`src/rtl/riscv_irq_pkg.sv`:
```
// Shared definitions for the interrupt controller: FSM state encoding and
// register-port address map.
package riscv_irq_pkg;

    typedef enum logic [1:0] {
        IRQ_IDLE    = 2'd0,
        IRQ_REQ     = 2'd1,
        IRQ_SERVICE = 2'd2
    } irq_state_e;

    localparam logic [1:0] ADDR_ENABLE  = 2'd0;
    localparam logic [1:0] ADDR_PENDING = 2'd1;
    localparam logic [1:0] ADDR_MODE    = 2'd2;
    localparam logic [1:0] ADDR_STATUS  = 2'd3;

endpackage

```
`src/rtl/irq_priority_encoder.sv`:
```
// Combinational lowest-index-wins priority encoder over the masked request
// vector. The index is meaningful only while valid is high.
module irq_priority_encoder #(
    parameter int unsigned NUM_SRC = 8
) (
    input  logic [NUM_SRC-1:0] req,
    output logic               valid,
    output logic [4:0]         idx
);

    assign valid = |req;

    // Scan from the top down so the lowest set bit is the last one written.
    always_comb begin
        idx = '0;
        for (int i = NUM_SRC - 1; i >= 0; i--) begin
            if (req[i]) begin
                idx = 5'(i);
            end
        end
    end

endmodule

```
`src/rtl/irq_controller.sv`:
```
// Interrupt controller feeding the core's single interrupt input: synchronises
// external requests, keeps ENABLE/PENDING/MODE registers, picks the
// lowest-index active source and handshakes it with the core (ack / done).
// One interrupt is tracked in service at a time; there is no nesting.
module irq_controller
    import riscv_irq_pkg::*;
#(
    parameter int unsigned NUM_SRC    = 8,
    parameter logic [31:0] VEC_BASE   = 32'h0000_0100,
    parameter logic [31:0] VEC_STRIDE = 32'd4
) (
    input  logic               clk,
    input  logic               rst,
    input  logic [NUM_SRC-1:0] irq_src,
    input  logic               cfg_we,
    input  logic [1:0]         cfg_addr,
    input  logic [31:0]        cfg_wdata,
    output logic [31:0]        cfg_rdata,
    output logic               interrupt,
    input  logic               irq_ack,
    input  logic               irq_done,
    output logic [4:0]         irq_id,
    output logic [31:0]        irq_vector
);

    logic [NUM_SRC-1:0] sync1_q, sync1_d, sync2_q, sync2_d, prev_q, prev_d;
    logic [NUM_SRC-1:0] enable_q, enable_d, mode_q, mode_d, pending_q, pending_d;
    irq_state_e         state_q, state_d;
    logic               interrupt_q, interrupt_d;
    logic [4:0]         irq_id_q, irq_id_d;
    logic [31:0]        irq_vector_q, irq_vector_d;

    logic [NUM_SRC-1:0] rise, hw_clear, id_hit, active;
    logic               wr_enable, wr_pending, wr_mode, ack_take, latched_active;
    logic               enc_valid;
    logic [4:0]         enc_idx;
    logic               unused_wdata_bits;

    // Write data above NUM_SRC has no register behind it.
    assign unused_wdata_bits = ^cfg_wdata;

    assign wr_enable  = cfg_we && (cfg_addr == ADDR_ENABLE);
    assign wr_pending = cfg_we && (cfg_addr == ADDR_PENDING);
    assign wr_mode    = cfg_we && (cfg_addr == ADDR_MODE);
    assign ack_take   = (state_q == IRQ_REQ) && irq_ack;
    assign active     = pending_q & enable_q;

    // Per-source edge detect and pending update; a hardware set beats any clear.
    for (genvar gi = 0; gi < NUM_SRC; gi++) begin : g_src
        assign id_hit[gi]    = (irq_id_q == 5'(gi));
        assign rise[gi]      = sync2_q[gi] & ~prev_q[gi];
        assign hw_clear[gi]  = (wr_pending & cfg_wdata[gi]) | (ack_take & id_hit[gi]);
        assign pending_d[gi] = mode_q[gi] ? (rise[gi] | (pending_q[gi] & ~hw_clear[gi]))
                                          : sync2_q[gi];
    end

    // The source latched in irq_id is still asking for service.
    assign latched_active = |(active & id_hit);

    irq_priority_encoder #(
        .NUM_SRC (NUM_SRC)
    ) u_prio (
        .req   (active),
        .valid (enc_valid),
        .idx   (enc_idx)
    );

    // Synchroniser chain and software-written configuration registers.
    always_comb begin
        sync1_d  = irq_src;
        sync2_d  = sync1_q;
        prev_d   = sync2_q;
        enable_d = enable_q;
        mode_d   = mode_q;
        if (wr_enable) begin
            enable_d = cfg_wdata[NUM_SRC-1:0];
        end
        if (wr_mode) begin
            mode_d = cfg_wdata[NUM_SRC-1:0];
        end
    end

    // Next-state logic: ack beats withdraw while a request is outstanding.
    always_comb begin
        state_d = state_q;
        case (state_q)
            IRQ_IDLE:    if (enc_valid) state_d = IRQ_REQ;
            IRQ_REQ: begin
                if (irq_ack) begin
                    state_d = IRQ_SERVICE;
                end else if (!latched_active) begin
                    state_d = IRQ_IDLE;
                end
            end
            IRQ_SERVICE: if (irq_done) state_d = IRQ_IDLE;
            default:     state_d = IRQ_IDLE;
        endcase
    end

    // Registered outputs: the winner is latched only on leaving IDLE, so a
    // higher-priority arrival during REQ does not change irq_id.
    always_comb begin
        interrupt_d  = interrupt_q;
        irq_id_d     = irq_id_q;
        irq_vector_d = irq_vector_q;
        case (state_q)
            IRQ_IDLE: begin
                interrupt_d = 1'b0;
                if (enc_valid) begin
                    interrupt_d  = 1'b1;
                    irq_id_d     = enc_idx;
                    irq_vector_d = VEC_BASE + 32'(enc_idx) * VEC_STRIDE;
                end
            end
            IRQ_REQ:     if (irq_ack || !latched_active) interrupt_d = 1'b0;
            IRQ_SERVICE: interrupt_d = 1'b0;
            default:     interrupt_d = 1'b0;
        endcase
    end

    // All state, cleared by the asynchronous active-low reset.
    always_ff @(posedge clk or negedge rst) begin
        if (!rst) begin
            sync1_q      <= '0;
            sync2_q      <= '0;
            prev_q       <= '0;
            enable_q     <= '0;
            mode_q       <= '0;
            pending_q    <= '0;
            state_q      <= IRQ_IDLE;
            interrupt_q  <= 1'b0;
            irq_id_q     <= '0;
            irq_vector_q <= VEC_BASE;
        end else begin
            sync1_q      <= sync1_d;
            sync2_q      <= sync2_d;
            prev_q       <= prev_d;
            enable_q     <= enable_d;
            mode_q       <= mode_d;
            pending_q    <= pending_d;
            state_q      <= state_d;
            interrupt_q  <= interrupt_d;
            irq_id_q     <= irq_id_d;
            irq_vector_q <= irq_vector_d;
        end
    end

    // Combinational register read; unimplemented bits read as zero.
    always_comb begin
        cfg_rdata = '0;
        case (cfg_addr)
            ADDR_ENABLE:  cfg_rdata[NUM_SRC-1:0] = enable_q;
            ADDR_PENDING: cfg_rdata[NUM_SRC-1:0] = pending_q;
            ADDR_MODE:    cfg_rdata[NUM_SRC-1:0] = mode_q;
            ADDR_STATUS:  cfg_rdata = {22'd0, state_q, 3'd0, irq_id_q};
            default:      cfg_rdata = '0;
        endcase
    end

    assign interrupt  = interrupt_q;
    assign irq_id     = irq_id_q;
    assign irq_vector = irq_vector_q;

endmodule

```
`config.mk`:
```
export PLATFORM = sky130hd
export DESIGN_NAME = irq_controller
export DESIGN_NICKNAME = d
export VERILOG_FILES = /design/src/rtl/riscv_irq_pkg.sv /design/src/rtl/irq_priority_encoder.sv /design/src/rtl/irq_controller.sv
export SDC_FILE = /design/constraint.sdc
export NUM_CORES = 1
export LEC_CHECK = 0
export CAP_MARGIN = 0
export CORE_MARGIN = 3
export CORE_UTILIZATION = 40
export DETAILED_ROUTE_END_ITERATION = 7
export PLACE_DENSITY = 0.76
export REMOVE_ABC_BUFFERS = 1
export SETUP_SLACK_MARGIN = 0.4
export SLEW_MARGIN = 10
export SYNTH_ARGS = -nofsm -noshare
export SYNTH_HDL_FRONTEND = slang
export SYNTH_SLANG_ARGS = --single-unit
```
`constraint.sdc`:
```
create_clock -name clk -period 4.3 [get_ports clk]
set_input_delay 0.645 -clock clk [delete_from_list [all_inputs] [get_ports clk]]
set_output_delay 0.645 -clock clk [all_outputs]
set_load 0.02 [all_outputs]
```
After elaboration in Yosys (flattened, before gate mapping)
Cells that the tools add are included.
- bits in writable memories: 0
- output and inout bits: 70
- word-level logic and storage cells: 132
- bits in read-only memories: 0
- memories kept: 0
- latch bits: 0
- bits in registers: 88
- muxes and demuxes: 26
- $lt $le $gt $ge: 0
- divide/modulo/power cells: 0
- shift operators: 0
- bitwise operators: 66
- $add $sub $neg: 1
- equality and inequality tests: 16
- multipliers: 0
- reductions and logical operators: 13
- operators by type and width (operator ; count):
    1-bit bitwise AND ; 32
    8-bit one-hot mux with 4 select lines ; 1
    3-bit two-way mux ; 8
    5-bit by 3-bit == test with 1-bit output, second input constant ; 4
    8-bit bitwise AND ; 2
    1-bit NOT ; 16
    1-bit bitwise OR ; 16
    8-bit OR reduction ; 2
    9-bit by 7-bit adder with 10-bit output, first input constant ; 1
    5-bit by 2-bit == test with 1-bit output, second input constant ; 2
    1-bit two-way mux ; 10
    2-bit two-way mux ; 5
    2-bit == test, second input constant ; 3
    2-bit one-hot mux with 3 select lines ; 1
    5-bit by 1-bit == test with 1-bit output, second input constant ; 1
    5-bit zero test ; 1
    2-bit by 1-bit == test with 1-bit output, second input constant ; 2
    1-bit logical AND ; 4
    2-bit zero test ; 2
    2-bit != test, second input constant ; 2
    3-bit != test, second input constant ; 1
    3-bit AND reduction ; 1
    2-bit by 1-bit != test with 1-bit output, second input constant ; 1
    1-bit one-hot mux with 2 select lines ; 1
    3 further kinds ; 3

Logic depth before layout (Yosys ltp)
Gate-level depths: netlist of the first run.
- word-level depth: 10
- mapped depth: 5
- gate-level depth less buffers: 4

By module
Synthesis of the first run repeated with hierarchy kept, for this count alone.
- cells, all modules: 253
- area total of the unflattened synthesis: 2887.8 um^2
- by module, submodules not included (module ; area each (um^2) ; sequential area each (um^2) ; cells an instance ; times used):
    irq_controller ; 2787.7 ; 1401.3 ; 237 ; 1
    irq_priority_encoder ; 100.1 ; 0.0 ; 16 ; 1

Worst setup path before layout of the first run
OpenSTA, ideal clock, no wires.
- path type: in2out
- start: input port cfg_addr[0]
- end: output port cfg_rdata[0]
- arrival time: 1.453 ns
- slack: 2.202 ns
- buffers on the path: 1
- cell stages on the path: 2
- cells stage by stage: buf_2 -> mux4_2
- word-level cells in the longest chain between the ends: 2
- ends and longest elaborated chain (what ; RTL line ; source):
    start, declared ; irq_controller.sv:16 ; input logic [1:0] cfg_addr,
    2-bit == test (tied with other cells) ; irq_controller.sv:151 ; case (cfg_addr)
    8-bit one-hot mux with 4 select lines * ; irq_controller.sv:151 ;
    end, declared ; irq_controller.sv:18 ; output logic [31:0] cfg_rdata,
Mark *: on every way between the ends. The rest lies on a longest branch, timed or not.

Worst setup path in the final report of the first run
- start: input port cfg_addr[1]
- end: output port cfg_rdata[7]
The elaborated chain is that of the path after synthesis.

==> results of run 1 <==
[where the power goes]
| group | total [mW] | switching [mW] | internal, mW |
|---|---|---|---|
| logic | 0.544 | 0.286 | 0.258 |
| clock network | 0.296 | 0.163 | 0.133 |
| registers | 0.718 | 0.128 | 0.590 |
[logic make-up after synthesis]
logic type	Yosys count	synth area share (%)
simple gates	52	9.80
compound gates	45	12.7
mux	24	11.0
buf+inv	64	17.0
other cells	2	0.274
flops	54	49.2
[metrics by stage]
step / worst slack [ns] / power (mW)
after global placement: 1.04 / 1.26
after global routing: 0.942 / 1.65
after detailed placement: 1.05 / 1.27
final: 1.04 / 1.56
after floorplan: 2.37 / 1.04
after CTS: 1.04 / 1.57
[worst min path at each step]
stage               start        end  slack, ns  cells past startpoint
6_report       sync1_q[6]  prev_d[6]       0.35                      0
5_1_grt        sync1_q[5]  prev_d[5]       0.36                      0
4_1_cts        sync1_q[5]  prev_d[5]       0.36                      0
3_5_place_dp   sync1_q[3]  prev_d[3]       0.34                      0
3_3_place_gp   sync1_q[4]  prev_d[4]       0.33                      0
2_1_floorplan  sync1_q[0]  prev_d[0]       0.33                      0
[cells in the final DEF (no fill, tap or decap), drive strengths merged, types with 2 or more instances in the layout]
cell / n
a221oi: 8
and3: 2
o21ai: 11
mux4: 3
mux2: 16
a21o: 6
mux2i: 5
nor2b: 3
clkbuf: 7
clkdlybuf4s50: 38
nand3: 4
o41ai: 3
conb: 53
nand2: 30
nor2: 5
dfrtp: 54
buf: 4
a22o: 6
a21oi: 5
inv: 4
and2: 2
nand3b: 3
[sequential cells by signal, indices dropped and copies added, names as in the netlist]
| signal | flops |
|---|---|
| mode_q | 8 |
| interrupt | 1 |
| sync1_q | 8 |
| prev_q | 8 |
| pending_q | 8 |
| prev_d | 8 |
| state_q | 2 |
| enable_q | 8 |
| irq_id | 3 |
[layout make-up]
cell class / count / share of cell area, %
Clock inverter: 1 / 0.284
Clock buffer: 7 / 2.80
Timing Repair Buffer: 42 / 13.2
Multi-Input combinational cell: 174 / 36.3
Inverter: 3 / 0.366
Tap cell: 77 / 3.13
Sequential cell: 54 / 43.9
[worst max-delay path: stages]
cell and delay, ns:
clkdlybuf4s50_1 0.46, buf_4 0.21, nor2b_1 0.45, nand2_1 0.10, o21ai_0 0.11, clkdlybuf4s50_1 0.64
[routing by layer]
layer / part of all wire, % / wire length [um]
met5: 0 / 0
met4: 1.1 / 60
met3: 7.2 / 391
met2: 48 / 2580
met1: 44 / 2380
[synth_stat cells, drive strengths merged (4+ instances only)]
| master | instances | area, um^2 |
|---|---|---|
| a21o | 6 | 45.0 |
| a21oi | 5 | 25.0 |
| a221oi | 8 | 76.3 |
| a22o | 6 | 52.6 |
| buf | 59 | 448 |
| dfrtp | 54 | 1350 |
| mux2 | 16 | 180 |
| mux2i | 5 | 50.1 |
| nand2 | 30 | 113 |
| nand3 | 4 | 20.0 |
| nor2 | 5 | 21.3 |
| o21ai | 11 | 55.1 |
==> run metrics, run 1 <==
status=completed; Worst-Skew Late Latency=0.31 ns; gr busiest metal=met2; gr usage total=14.3%; final WL=5.41 mm; first-pass GRT wire length=8.59 mm; critical path required time=3.65 ns; area grow syn2layout=12.2%; share of layout cells above drive strength 1=13.2%; Remaining DRCs=0; met2 usage=24.0%; min cycle time layout=3.26 ns; post-route ant nets=0; post-CTS setup buffers=0; final setup TNS=0 ns; met3 usage=2.89%; CTS Buffer Depth=2; Clk Tree Root Cell=clkbuf_8; largest net degree at the start of global routing=55; register-to-register setup slack=2.58 ns; Worst Setup SP=cfg_addr[1]; post-layout util=47.4%; cts bufs inserted=5; Worst Tran Pin Value=0.679 ns; CP endpoint=cfg_rdata[7]; full die area=7890 um^2; P_leak=1.39 nW; I/O Pins=117; Mapped Avg Cell Area=11.4 um^2; met1 global-route usage=18.8%; Mapped Cells=241; FFs w/ async S/R, synth=100%; Max Slew Vio Count=0; diode count=0; GRT Residual Overflow=0; Max-slew headroom=54.7%; sequential share of the synthesized area=49.2%; Starting Density=42.2%; # setup viols final=0; unrepaired setup endpoints after global routing=false; Reg-to-Reg Start=irq_id[1]; via/cell ratio=5.00; Worst R2R Path Depth=4; H-tree Lvls=2; Power per Cell Area=506 nW/um^2; Core ar.=6490 um^2; Setup crit end kind=output port; worst-path fanout max=14; Routed WL per cell=15.1 um; die width=88.8 um; Post-CTS Hold Fix Bufs=0; area of the multi-input gates=1120 um^2; YS warnings=0; Worst Path Arrival=2.61 ns; post-route insts no fill=358; post-CTS resize count=0; initial antenna violation count=0; Max Fclk=307 MHz; PortBufs=39; Site Rows=29; Final Instance Area=3080 um^2; die height=88.8 um; vias in the first global route=1692; Post-synth EDFFs=0; Iter 0 DRT Violations=90; number of synthesized register bits=54; CP startpoint kind=primary input; Crit Path Class=primary input to output port; Sink Count=54; FF+latch area=1350 um^2; Filler cells=598; Most used DFF post-synth=dfrtp_1; routability cong.=0.884; final hold vios=0; CTS tree=built; synthesized area=2740 um^2; Synth cell types=38; DP Wirelength=3.90 mm; R2R Path End=interrupt; Worst Hold Slack=0.351 ns; VDD IR max=0.220 mV; min-delay worst type=flip-flop to flip-flop; max-cap violation count=0; Pre-Repair DR Iteration Count=4; Vias=1791; placed cell count=350; nets=327; clk_skew=0.00942 ns; crit share post-route=75.8%; post-placement cell area=2980 um^2; Clock Pin Slew Worst Setup and Hold Paths=0.10 ns
Note: power is estimated with default switching activity, not from simulation.
==> run 2: changes to the inputs <==
==> constraint.sdc (replaced) <==
create_clock -name clk -period 3.4 [get_ports clk]
set_input_delay 0.51 -clock clk [delete_from_list [all_inputs] [get_ports clk]]
set_output_delay 0.51 -clock clk [all_outputs]
set_load 0.02 [all_outputs]
==> run 2 against run 1 <==
Net effect: worst hold slack worse by 0.075 ns; cell count is 0.28% higher; final area grew 0.81%; sequential power rose by 26%; critical path type unchanged; largest cell class unchanged; highest routed layer unchanged.
==> run metrics, run 2 (synthesis results as in run 1) <==
P_leak=1.40 nW (+0.57%); max-cap violation count=0 (unchanged); Logic pwr share=34.1% (-0.8 points); clk_skew=0.00513 ns (-0.00429 ns); gr usage total=14.5% (+0.11 points); CP startpoint kind=primary input; unrepaired setup endpoints after global routing=false; Clock Power Share=21.2% (+2.2 points); Core ar.=6490 um^2 (unchanged); final WL=5.46 mm (+0.94%); die height=88.8 um (unchanged); Worst Path Arrival=2.23 ns (-0.38 ns); status=completed; full die area=7890 um^2 (unchanged); Clock Pin Slew Worst Setup and Hold Paths=0.09 ns (about the same); GRT Residual Overflow=0 (unchanged); CTS Buffer Depth=2 (unchanged); Starting Density=42.2% (unchanged); Max Slew Vio Count=0 (unchanged); worst-path fanout max=9 (-5); NetSw=736 uW (+28%); routability cong.=0.895 (+1.3%); Pwr Total=2.03 mW (+30%); share of layout cells above drive strength 1=13.8% (+0.66 points); Worst Setup SP=cfg_addr[0]; largest net degree at the start of global routing=36 (-35%); final hold vios=0 (unchanged); CTS tree=built; Site Rows=29 (unchanged); VDD IR max=0.248 mV (+12%); Sw Ratio=36.3% (-0.73 points); min-delay worst type=primary input to asynchronous set/reset pin; diode count=0 (unchanged); area grow syn2layout=13.1%; Iter 0 DRT Violations=97 (+7.8%); highest-count cells in the layout ignoring fill and taps=dfrtp_1 (54), conb_1 (53), clkdlybuf4s50_1 (37), nand2_1 (30), mux2_2 (16); commonest non-fill, non-tap cell in the layout=dfrtp_1; cts bufs inserted=5 (unchanged); first-pass GRT wire length=8.50 mm (-1.0%); Crit Path Class=primary input to output port; Seq pwr share=44.6% (-1.5 points); critical path required time=2.89 ns (-0.76 ns); Routed WL per cell=15.2 um (+0.66%); die width=88.8 um (unchanged); placed cell count=351 (+0.29%); Power per Cell Area=653 nW/um^2 (+29%); # setup viols final=0 (unchanged); Setup crit end kind=output port; Clk Tree Root Cell=clkbuf_8; vias in the first global route=1695 (+0.18%); Final Instance Area=3100 um^2 (+0.81%); I/O Pins=117 (unchanged); post-route insts no fill=359 (+0.28%); Pre-Repair DR Iteration Count=4 (unchanged); via/cell ratio=4.93 (-1.4%); Sink Count=54 (unchanged); initial antenna violation count=0 (unchanged); PortBufs=39 (unchanged); Reg-to-Reg Start=irq_id[0]; nets=328 (+0.31%); DP Wirelength=3.98 mm (+2.1%); P_int=1.29 mW (+32%); final setup TNS=0 ns (unchanged); H-tree Lvls=2 (unchanged); Worst-Skew Late Latency=0.31 ns (about the same); Max-slew headroom=47.8% (-6.9 points); min cycle time layout=2.74 ns; Worst Tran Pin Value=0.783 ns (+0.104 ns); post-route ant nets=0 (unchanged); Remaining DRCs=0 (unchanged); crit share post-route=80.7%; Vias=1770 (-1.2%); Max Fclk=364 MHz; post-placement cell area=2990 um^2 (+0.25%)
[run 2: cell count changes in the layout (fill, tap and decap cells not counted), sizes merged]
cell | before | now
clkbuf | 7 | 5
clkinvlp | 0 | 2
dlygate4sd2 | 0 | 1
bufinv | 0 | 1
buf | 4 | 5
inv | 4 | 3
clkdlybuf4s50 | 38 | 37
[run 2: cell type report]
class                           count  area (um^2)
Fill cell                         591         3390
Sequential cell                    54         1350
Multi-Input combinational cell    174         1120
Timing Repair Buffer               43          414
Tap cell                           77         96.3
Clock buffer                        5         68.8
Clock inverter                      3         45.0
Inverter                            3         11.3
[run 2: path summary, 6_finish.rpt]
path                                end  slack [ns]  cells after the start
max                        cfg_rdata[7]        0.66                      7
min                          sync1_q[4]        0.28                      1
max reg2reg                   interrupt        1.67                      4
min reg2reg                   prev_d[3]        0.35                      0
max in group asynchronous  pending_q[6]        2.37                      2
min in group clk              prev_d[3]        0.35                      0
[run 2: routing by layer]
layer	GRT usage, %	routed length [um]
met5	0	0
met4	4.53	57
met3	3.35	374
met2	24.1	2630
met1	18.7	2400
[run 2: power groups by stage]
stage	logic (mW)	clock network [mW]	registers, mW
floorplan	0.398	0	0.919
finish	0.692	0.431	0.905
global route	0.760	0.468	0.926
CTS	0.694	0.446	0.902
detailed placement	0.688	0	0.916
global placement	0.684	0	0.909
[run 2: through the flow]
| stage | setup WS [ns] | hold slack (ns) | util, % |
|---|---|---|---|
| final | 0.656 | 0.276 | 47.8 |
| after global routing | 0.575 | 0.330 | 47.8 |
| after CTS | 0.658 | 0.291 | 47.8 |
| after detailed placement | 0.375 | 0.335 | 46.1 |
| after global placement | 0.362 | 0.332 | 46.1 |
| after floorplan | 1.62 | 0.214 | - |
[run 2: repair_timing]
action                                  4_1_cts  5_1_grt
gates resized for setup                       1        0
endpoints found under the setup margin        5        0
setup buffers                                 0        0
hold buffers                                  0        0
[run 2: critical path, cell delays in order]
cell             delay [ns]
dlygate4sd2_1          0.38
buf_4                  0.25
nor2b_1                0.12
buf_4                  0.16
nand2_1                0.05
o21ai_0                0.10
clkdlybuf4s50_1        0.65
